===== src/rtl/nbody_host_if.sv =====
// nbody_host_if
//   Register-style bus between nbody_host and the n-body accelerator.
//   Writes take effect in the strobe cycle. Read data is returned one cycle
//   after the read strobe.
//
//   Signals:
//     av_addr        host -> accel  {op[6:0], body[8:0]}
//     av_writedata   host -> accel  write data
//     av_write       host -> accel  write strobe
//     av_read        host -> accel  read strobe
//     av_chipselect  host -> accel  high with every strobe
//     av_readdata    accel -> host  read data
interface nbody_host_if #(
    parameter int DATA_WIDTH = 64,
    parameter int ADDR_WIDTH = 16
);
    logic [ADDR_WIDTH-1:0] av_addr;
    logic [DATA_WIDTH-1:0] av_writedata;
    logic                  av_write;
    logic                  av_read;
    logic                  av_chipselect;
    logic [DATA_WIDTH-1:0] av_readdata;

    modport master (
        output av_addr, av_writedata, av_write, av_read, av_chipselect,
        input  av_readdata
    );

    modport slave (
        input  av_addr, av_writedata, av_write, av_read, av_chipselect,
        output av_readdata
    );
endinterface


===== src/rtl/nbody_host.sv =====
// nbody_host
//   Host-side sequencer for the n-body accelerator. It configures the
//   accelerator and streams in the body words. It then starts the
//   accelerator, polls DONE, and streams the x/y results out for each frame.
//
//   Ports:
//     clk, rst              clock, synchronous active-high reset
//     start                 run request pulse; ignored while busy
//     n_bodies/gap/frames   run configuration, sampled on start
//     in_data/in_valid/in_ready      body words x,y,m,vx,vy per body
//     out_data/out_valid/out_ready   results x then y per body
//     out_last              y word of the last body of a frame
//     busy, done, error     run status
//     av                    accelerator bus (master side)
//
//   state   | meaning
//   --------+---------------------------------------------------
//   IDLE    | wait for start, latch config
//   CFG     | write body count, gap, clear ack
//   LOAD    | accept body words, write each to its table
//   GO      | write run = 1
//   POLL    | read status, check DONE bit
//   WAIT    | POLL_GAP cycles between polls
//   ACK     | write ack = 1
//   RDX     | read x result of current body
//   RDY     | read y result of current body
//   EMIT    | present captured word on the output stream
//   RELEASE | write ack = 0, advance frame
//   STOP    | write run = 0, pulse done
module nbody_host #(
    parameter int BODIES     = 512,
    parameter int DATA_WIDTH = 64,
    parameter int ADDR_WIDTH = 16,
    parameter int MIN_BODIES = 21,
    parameter int POLL_GAP   = 16,
    parameter int POLL_LIMIT = 65535
) (
    input  logic                  clk,
    input  logic                  rst,
    input  logic                  start,
    input  logic [8:0]            n_bodies,
    input  logic [8:0]            gap,
    input  logic [15:0]           frames,
    input  logic [DATA_WIDTH-1:0] in_data,
    input  logic                  in_valid,
    output logic                  in_ready,
    output logic [DATA_WIDTH-1:0] out_data,
    output logic                  out_valid,
    input  logic                  out_ready,
    output logic                  out_last,
    output logic                  busy,
    output logic                  done,
    output logic                  error,
    nbody_host_if.master          av
);

    localparam logic [3:0] S_IDLE    = 4'd0;
    localparam logic [3:0] S_CFG     = 4'd1;
    localparam logic [3:0] S_LOAD    = 4'd2;
    localparam logic [3:0] S_GO      = 4'd3;
    localparam logic [3:0] S_POLL    = 4'd4;
    localparam logic [3:0] S_WAIT    = 4'd5;
    localparam logic [3:0] S_ACK     = 4'd6;
    localparam logic [3:0] S_RDX     = 4'd7;
    localparam logic [3:0] S_RDY     = 4'd8;
    localparam logic [3:0] S_EMIT    = 4'd9;
    localparam logic [3:0] S_RELEASE = 4'd10;
    localparam logic [3:0] S_STOP    = 4'd11;

    localparam logic [6:0] OP_CTRL   = 7'h00;
    localparam logic [6:0] OP_ACK    = 7'h01;
    localparam logic [6:0] OP_NB     = 7'h02;
    localparam logic [6:0] OP_BODY0  = 7'h03;
    localparam logic [6:0] OP_GAP    = 7'h08;
    localparam logic [6:0] OP_STATUS = 7'h40;
    localparam logic [6:0] OP_RX     = 7'h41;
    localparam logic [6:0] OP_RY     = 7'h42;

    localparam logic [15:0] GAP_LOAD  = (POLL_GAP > 0) ? 16'(POLL_GAP - 1) : 16'd0;
    localparam logic [15:0] POLL_LAST = 16'(POLL_LIMIT - 1);

    logic [3:0]            state_q, state_d;
    logic [1:0]            ph_q, ph_d;
    logic [2:0]            k_q, k_d;
    logic [8:0]            body_q, body_d;
    logic [8:0]            n_q, n_d;
    logic [8:0]            gap_q, gap_d;
    logic [15:0]           frames_q, frames_d;
    logic [15:0]           frame_cnt_q, frame_cnt_d;
    logic [15:0]           poll_cnt_q, poll_cnt_d;
    logic [15:0]           wait_q, wait_d;
    logic                  emit_y_q, emit_y_d;
    logic [ADDR_WIDTH-1:0] av_addr_q, av_addr_d;
    logic [DATA_WIDTH-1:0] av_wdata_q, av_wdata_d;
    logic                  av_write_q, av_write_d;
    logic                  av_read_q, av_read_d;
    logic                  av_cs_q, av_cs_d;
    logic [DATA_WIDTH-1:0] out_data_q, out_data_d;
    logic                  out_valid_q, out_valid_d;
    logic                  out_last_q, out_last_d;
    logic                  busy_q, busy_d;
    logic                  done_q, done_d;
    logic                  error_q, error_d;

    logic [15:0]           rd_addr;
    logic                  rd_done;
    logic                  bad_count;
    logic                  last_body;

    assign bad_count = ({23'd0, n_bodies} < 32'(MIN_BODIES)) ||
                       ({23'd0, n_bodies} > 32'(BODIES));
    assign last_body = (body_q == n_q - 9'd1);

    always_comb begin
        state_d     = state_q;
        ph_d        = ph_q;
        k_d         = k_q;
        body_d      = body_q;
        n_d         = n_q;
        gap_d       = gap_q;
        frames_d    = frames_q;
        frame_cnt_d = frame_cnt_q;
        poll_cnt_d  = poll_cnt_q;
        wait_d      = wait_q;
        emit_y_d    = emit_y_q;
        av_addr_d   = av_addr_q;
        av_wdata_d  = av_wdata_q;
        av_write_d  = 1'b0;
        av_read_d   = 1'b0;
        av_cs_d     = 1'b0;
        out_data_d  = out_data_q;
        out_valid_d = out_valid_q;
        out_last_d  = out_last_q;
        busy_d      = busy_q;
        done_d      = 1'b0;
        error_d     = error_q;
        rd_done     = 1'b0;

        case (state_q)
            S_RDX:   rd_addr = {OP_RX, body_q};
            S_RDY:   rd_addr = {OP_RY, body_q};
            default: rd_addr = {OP_STATUS, 9'd0};
        endcase

        // Shared read sequence: address alone, then strobe, then one cycle of
        // latency; read data is valid in phase 3.
        if (state_q == S_POLL || state_q == S_RDX || state_q == S_RDY) begin
            case (ph_q)
                2'd0: begin
                    av_addr_d = ADDR_WIDTH'(rd_addr);
                    ph_d      = 2'd1;
                end
                2'd1: begin
                    av_read_d = 1'b1;
                    av_cs_d   = 1'b1;
                    ph_d      = 2'd2;
                end
                2'd2: ph_d = 2'd3;
                default: begin
                    rd_done = 1'b1;
                    ph_d    = 2'd0;
                end
            endcase
        end

        case (state_q)
            S_IDLE: begin
                if (start) begin
                    n_d         = n_bodies;
                    gap_d       = gap;
                    frames_d    = (frames == 16'd0) ? 16'd1 : frames;
                    frame_cnt_d = 16'd0;
                    body_d      = 9'd0;
                    k_d         = 3'd0;
                    ph_d        = 2'd0;
                    if (bad_count) begin
                        error_d = 1'b1;
                        done_d  = 1'b1;
                    end else begin
                        error_d = 1'b0;
                        busy_d  = 1'b1;
                        state_d = S_CFG;
                    end
                end
            end
            S_CFG: begin
                av_write_d = 1'b1;
                av_cs_d    = 1'b1;
                case (ph_q)
                    2'd0: begin
                        av_addr_d  = ADDR_WIDTH'({OP_NB, 9'd0});
                        av_wdata_d = DATA_WIDTH'(n_q);
                    end
                    2'd1: begin
                        av_addr_d  = ADDR_WIDTH'({OP_GAP, 9'd0});
                        av_wdata_d = DATA_WIDTH'(gap_q);
                    end
                    default: begin
                        av_addr_d  = ADDR_WIDTH'({OP_ACK, 9'd0});
                        av_wdata_d = '0;
                    end
                endcase
                if (ph_q == 2'd2) begin
                    ph_d    = 2'd0;
                    state_d = S_LOAD;
                end else begin
                    ph_d = ph_q + 2'd1;
                end
            end
            S_LOAD: begin
                if (in_valid) begin
                    av_write_d = 1'b1;
                    av_cs_d    = 1'b1;
                    av_addr_d  = ADDR_WIDTH'({OP_BODY0 + 7'(k_q), body_q});
                    av_wdata_d = in_data;
                    if (k_q == 3'd4) begin
                        k_d = 3'd0;
                        if (last_body) begin
                            body_d  = 9'd0;
                            state_d = S_GO;
                        end else begin
                            body_d = body_q + 9'd1;
                        end
                    end else begin
                        k_d = k_q + 3'd1;
                    end
                end
            end
            S_GO: begin
                av_write_d = 1'b1;
                av_cs_d    = 1'b1;
                av_addr_d  = ADDR_WIDTH'({OP_CTRL, 9'd0});
                av_wdata_d = DATA_WIDTH'(1);
                poll_cnt_d = 16'd0;
                ph_d       = 2'd0;
                state_d    = S_POLL;
            end
            S_POLL: begin
                if (rd_done) begin
                    poll_cnt_d = poll_cnt_q + 16'd1;
                    if (av.av_readdata[0]) begin
                        state_d = S_ACK;
                    end else if (poll_cnt_q == POLL_LAST) begin
                        error_d = 1'b1;
                        state_d = S_STOP;
                    end else begin
                        wait_d  = GAP_LOAD;
                        state_d = S_WAIT;
                    end
                end
            end
            S_WAIT: begin
                if (wait_q == 16'd0) begin
                    state_d = S_POLL;
                end else begin
                    wait_d = wait_q - 16'd1;
                end
            end
            S_ACK: begin
                av_write_d = 1'b1;
                av_cs_d    = 1'b1;
                av_addr_d  = ADDR_WIDTH'({OP_ACK, 9'd0});
                av_wdata_d = DATA_WIDTH'(1);
                body_d     = 9'd0;
                state_d    = S_RDX;
            end
            S_RDX, S_RDY: begin
                if (rd_done) begin
                    out_data_d  = av.av_readdata;
                    out_valid_d = 1'b1;
                    out_last_d  = (state_q == S_RDY) && last_body;
                    emit_y_d    = (state_q == S_RDY);
                    state_d     = S_EMIT;
                end
            end
            S_EMIT: begin
                if (out_ready) begin
                    out_valid_d = 1'b0;
                    out_last_d  = 1'b0;
                    if (!emit_y_q) begin
                        state_d = S_RDY;
                    end else if (last_body) begin
                        body_d  = 9'd0;
                        state_d = S_RELEASE;
                    end else begin
                        body_d  = body_q + 9'd1;
                        state_d = S_RDX;
                    end
                end
            end
            S_RELEASE: begin
                av_write_d  = 1'b1;
                av_cs_d     = 1'b1;
                av_addr_d   = ADDR_WIDTH'({OP_ACK, 9'd0});
                av_wdata_d  = '0;
                frame_cnt_d = frame_cnt_q + 16'd1;
                // The accelerator restarts itself once ack drops, so later
                // frames go straight back to polling without a new run write.
                if ({1'b0, frame_cnt_q} + 17'd1 < {1'b0, frames_q}) begin
                    poll_cnt_d = 16'd0;
                    ph_d       = 2'd0;
                    state_d    = S_POLL;
                end else begin
                    state_d = S_STOP;
                end
            end
            S_STOP: begin
                av_write_d = 1'b1;
                av_cs_d    = 1'b1;
                av_addr_d  = ADDR_WIDTH'({OP_CTRL, 9'd0});
                av_wdata_d = '0;
                done_d     = 1'b1;
                busy_d     = 1'b0;
                state_d    = S_IDLE;
            end
            default: state_d = S_IDLE;
        endcase
    end

    always_ff @(posedge clk) begin
        if (rst) begin
            state_q     <= S_IDLE;
            ph_q        <= '0;
            k_q         <= '0;
            body_q      <= '0;
            n_q         <= '0;
            gap_q       <= '0;
            frames_q    <= '0;
            frame_cnt_q <= '0;
            poll_cnt_q  <= '0;
            wait_q      <= '0;
            emit_y_q    <= 1'b0;
            av_addr_q   <= '0;
            av_wdata_q  <= '0;
            av_write_q  <= 1'b0;
            av_read_q   <= 1'b0;
            av_cs_q     <= 1'b0;
            out_data_q  <= '0;
            out_valid_q <= 1'b0;
            out_last_q  <= 1'b0;
            busy_q      <= 1'b0;
            done_q      <= 1'b0;
            error_q     <= 1'b0;
        end else begin
            state_q     <= state_d;
            ph_q        <= ph_d;
            k_q         <= k_d;
            body_q      <= body_d;
            n_q         <= n_d;
            gap_q       <= gap_d;
            frames_q    <= frames_d;
            frame_cnt_q <= frame_cnt_d;
            poll_cnt_q  <= poll_cnt_d;
            wait_q      <= wait_d;
            emit_y_q    <= emit_y_d;
            av_addr_q   <= av_addr_d;
            av_wdata_q  <= av_wdata_d;
            av_write_q  <= av_write_d;
            av_read_q   <= av_read_d;
            av_cs_q     <= av_cs_d;
            out_data_q  <= out_data_d;
            out_valid_q <= out_valid_d;
            out_last_q  <= out_last_d;
            busy_q      <= busy_d;
            done_q      <= done_d;
            error_q     <= error_d;
        end
    end

    assign in_ready         = (state_q == S_LOAD);
    assign out_data         = out_data_q;
    assign out_valid        = out_valid_q;
    assign out_last         = out_last_q;
    assign busy             = busy_q;
    assign done             = done_q;
    assign error            = error_q;
    assign av.av_addr       = av_addr_q;
    assign av.av_writedata  = av_wdata_q;
    assign av.av_write      = av_write_q;
    assign av.av_read       = av_read_q;
    assign av.av_chipselect = av_cs_q;

endmodule


===== src/flat_wrapper.sv =====
// flat-port wrapper written by rule: the top's interface ports become plain ports
module nbody_host_flat 
#(
    parameter int BODIES     = 512,
    parameter int DATA_WIDTH = 64,
    parameter int ADDR_WIDTH = 16,
    parameter int MIN_BODIES = 21,
    parameter int POLL_GAP   = 16,
    parameter int POLL_LIMIT = 65535
)
  (clk, rst, start, n_bodies, gap, frames, in_data, in_valid, in_ready, out_data, out_valid, out_ready, out_last, busy, done, error, av_av_addr, av_av_writedata, av_av_write, av_av_read, av_av_chipselect, av_av_readdata);
  nbody_host_if #(.DATA_WIDTH(DATA_WIDTH), .ADDR_WIDTH(ADDR_WIDTH)) av_i ();
  input  logic clk;
  input  logic rst;
  input  logic start;
  input  logic [8:0] n_bodies;
  input  logic [8:0] gap;
  input  logic [15:0] frames;
  input  logic [DATA_WIDTH-1:0] in_data;
  input  logic in_valid;
  output logic in_ready;
  output logic [DATA_WIDTH-1:0] out_data;
  output logic out_valid;
  input  logic out_ready;
  output logic out_last;
  output logic busy;
  output logic done;
  output logic error;
  output wire logic [$bits(av_i.av_addr)-1:0] av_av_addr;
  output wire logic [$bits(av_i.av_writedata)-1:0] av_av_writedata;
  output wire logic [$bits(av_i.av_write)-1:0] av_av_write;
  output wire logic [$bits(av_i.av_read)-1:0] av_av_read;
  output wire logic [$bits(av_i.av_chipselect)-1:0] av_av_chipselect;
  input wire logic [$bits(av_i.av_readdata)-1:0] av_av_readdata;
  assign av_av_addr = av_i.av_addr;
  assign av_av_writedata = av_i.av_writedata;
  assign av_av_write = av_i.av_write;
  assign av_av_read = av_i.av_read;
  assign av_av_chipselect = av_i.av_chipselect;
  assign av_i.av_readdata = av_av_readdata;
  nbody_host #(.BODIES(BODIES), .DATA_WIDTH(DATA_WIDTH), .ADDR_WIDTH(ADDR_WIDTH), .MIN_BODIES(MIN_BODIES), .POLL_GAP(POLL_GAP), .POLL_LIMIT(POLL_LIMIT)) u_core (.clk(clk), .rst(rst), .start(start), .n_bodies(n_bodies), .gap(gap), .frames(frames), .in_data(in_data), .in_valid(in_valid), .in_ready(in_ready), .out_data(out_data), .out_valid(out_valid), .out_ready(out_ready), .out_last(out_last), .busy(busy), .done(done), .error(error), .av(av_i));
endmodule

===== config.mk =====
export PLATFORM = sky130hd
export DESIGN_NAME = nbody_host_flat
export DESIGN_NICKNAME = d
export VERILOG_FILES = /design/src/rtl/nbody_host_if.sv /design/src/rtl/nbody_host.sv /design/src/flat_wrapper.sv
export SDC_FILE = /design/constraint.sdc
export NUM_CORES = 1
export LEC_CHECK = 0
export CORE_AREA = 2 2 180 182
export DETAILED_ROUTE_END_ITERATION = 12
export DIE_AREA = 0 0 182 184
export PLACE_DENSITY = 0.59
export SYNTH_ARGS = -nofsm -noshare
export SYNTH_HDL_FRONTEND = slang
export SYNTH_SLANG_ARGS = --single-unit

===== constraint.sdc =====
create_clock -name clk -period 11 [get_ports clk]
set_clock_uncertainty 0.2 [all_clocks]
set_input_delay 1.65 -clock clk [delete_from_list [all_inputs] [get_ports clk]]
set_output_delay 1.65 -clock clk [all_outputs]
set_load 0.02 [all_outputs]

==> results.tsv <==
metric	value	unit
dominant synthesized flop cell	dfxtp_1	
Crit-path slowest cell	dfxtp_1	
endpoint type of the worst setup path	output port	
CTS Buf Count	29	
Yosys reg bits	253	
Die Area	33500	um^2
Yosys top cell area share	0.465	
Root Buffer	clkbuf_16	
share of cells above drive strength 1	0.0559	
most common cell after layout, fill and taps aside	clkdlybuf4s50_1	
Ports	320	
CP Max Fanout	23	
Worst Path Required	9.15	ns
count of cell types in the netlist	72	
Max Used Layer	met5	
Initial Util	0.347	
Die Wd	182	um
max-slew headroom at the worst pin	0.173	
CP cell instances	nand2b_1 -> nor2_2 -> clkdlybuf4s50_1	
worst path bufs/invs	1	
Mapped Cells	1304	
post-synthesis async set-or-reset flop share	0	
final setup fails	0	
Layout Cells excl Fill	2014	
worst vdd ir	0.141	mV
first-pass GRT wire length	54500	um
drt drc	0	
clock latency on the worst-skew pair	0.55	ns
post-route cell area	15400	um^2
Pleak	0.00555	uW
Area Growth Syn to Fin	41.3	%
CP arrival	3.08	ns
critical path type	reg2out	
DP Cell Count	1959	
met2 wire len	16000	um
Worst Setup Start Kind	register	
DR WL met3	2600	um
outcome	finished, final reports clean	
post-DP HPWL	24500	um
clock sink count	253	
Antenna Nets Post-Route	0	
crit-path leading delay family	simple AND/OR/NAND/NOR gates	
Yosys Warn Count	0	
max cap viols	0	
aggregate global routing overflow	0	
Fin. Hold Viols	0	
pin count of the biggest net entering global routing	93	
Tot GR Track Use	0.199	
htree depth	1	
Final min period	4.93	ns
RSZ-0062 raised after global routing	no	
Final nets	1785	
worst hold path type	reg2reg	
syn_nets	1501	
Iter 0 DRT Violations	566	
clk slew on worst S/H paths	0.06	ns
Fillers	2994	
CTS tree	built	
register area share after synthesis	0.465	
cell taking the most area after synthesis	dfxtp_1	
max-slew violations	0	
power density over cell area	171	nW/um^2
Post-CTS Hold Fix Bufs	0	
drt pass-1 iters	6	
core area	31400	um^2
Routability Congestion	0.822	
worst slew pin tran	1.24	ns
vias in the first global route	10000	
Placed Area	14400	um^2
DR WL/cell	17.1	um
setup TNS	0	ns
Max stage delay on crit path	0.80	ns
hold slack final	0.254	ns
clk buf depth	3	
IO buf count	319	
commonest non-fill, non-tap cells in the layout	clkdlybuf4s50_1 (318), dfxtp_1 (253), nand2_1 (244), a21oi_1 (161), nor2_1 (123)	
Resized cells post-CTS	0	
Post-CTS Setup Bufs	0	
synthesized area	10900	um^2
Via density	5.02	
Post-synth EDFFs	0	
row cnt	65	
WL final	34400	um
synthesized area per cell	8.35	um^2
Tcrit/Tclk final	0.448	
die height	184	um
largest cells by area after synthesis	dfxtp_1 (47%), nand2_1 (8.4%), a21oi_1 (7.4%)	
M1 wire length	15100	um
highest clock rate	203	MHz
initial antenna violation count	2	
DR vias	10100	
## path summary, 6_finish.rpt
check,start,to,slack (ns),cells past startpoint
max,u_core.state_q[1],in_ready,6.07,3
min,u_core.out_data[59],u_core.out_data[59],0.25,2
max reg2reg,u_core.frame_cnt_q[0],u_core.poll_cnt_q[15],6.85,13
min reg2reg,u_core.out_data[59],u_core.out_data[59],0.25,2
## cell usage after synthesis, types with 3 or more instances
master,n
buf_2,11
o21ai_0,30
a21oi_1,161
ha_1,30
a311oi_1,4
a2111oi_0,3
nor4_1,10
o31ai_1,6
nand4_1,10
nand3b_1,4
a22o_1,55
or2_2,4
nor2b_1,4
a211o_1,3
and2_1,4
dfxtp_1,253
or4_1,4
mux2i_1,5
a31oi_1,4
or3_1,13
inv_1,32
xnor2_1,22
and3_1,10
buf_1,5
a211oi_1,12
nand3_1,35
o21a_1,3
nor3_1,21
o21bai_1,3
a22oi_1,22
a21o_1,3
xor2_1,27
nand2_1,244
nor2_1,125
clkbuf_1,61
nor3b_1,6
nand2b_1,8
## layout make-up
type,count,area [um^2],area share
Tap cell,402,503,0.0327
Multi-Input combinational cell,940,5410,0.352
Antenna cell,2,5.00,0.000325
Timing Repair Buffer,332,3290,0.214
Clock inverter,13,149,0.00968
Sequential cell,253,5060,0.329
Inverter,32,120,0.00781
Clock buffer,40,837,0.0544
## kinds of logic (layout without fill, tap and decap cells)
group,after synthesis,in the layout,share of synthesized area
xor+xnor,49,49,0.0394
simple gates,520,520,0.216
compound gates,334,334,0.198
buf+inv,111,417,0.0402
flops,253,253,0.465
other cells,0,2,0
mux,7,7,0.00667
fa+ha+maj,30,30,0.0345
## routing by layer
| layer | GRT usage | vias to the layer above |
|---|---|---|
| met5 | 0 | - |
| met4 | 0.0477 | 2 |
| met3 | 0.0576 | 54 |
| met2 | 0.332 | 285 |
| met1 | 0.255 | 4659 |
| li1 | - | 5106 |
## tightest hold or removal path, delay by kind of cell (launching register included)
kind	cells	cell delay, ns
and+or+nand+nor	1	0.05
DFF	1	0.31
AOI/OAI and AO/OA	1	0.05
## registers in the layout (all words and copies together), names as in the netlist, 9 cells and up
signal / count
u_core.av.av_writedata: 64
u_core.out_data: 64
u_core.av.av_addr: 16
u_core.frame_cnt_q: 16
u_core.frames_q: 16
u_core.poll_cnt_q: 16
u_core.wait_q: 16
u_core.body_q: 9
u_core.gap_q: 9
u_core.n_q: 9
## report_power, final
part	total [uW]	switching (uW)	internal, uW
clock	991	391	599
combinational	602	346	256
sequential	1030	54.2	979
## stage by stage
step / worst slack [ns] / util / total power [uW]
finish: 6.07 / 0.490 / 2630
global route: 5.91 / 0.490 / 2760
CTS: 6.08 / 0.490 / 2660
detailed placement: 6.63 / 0.458 / 1650
global placement: 6.65 / 0.458 / 1650
floorplan: 7.48 / - / 1420
(Power assumes the default switching activity.)
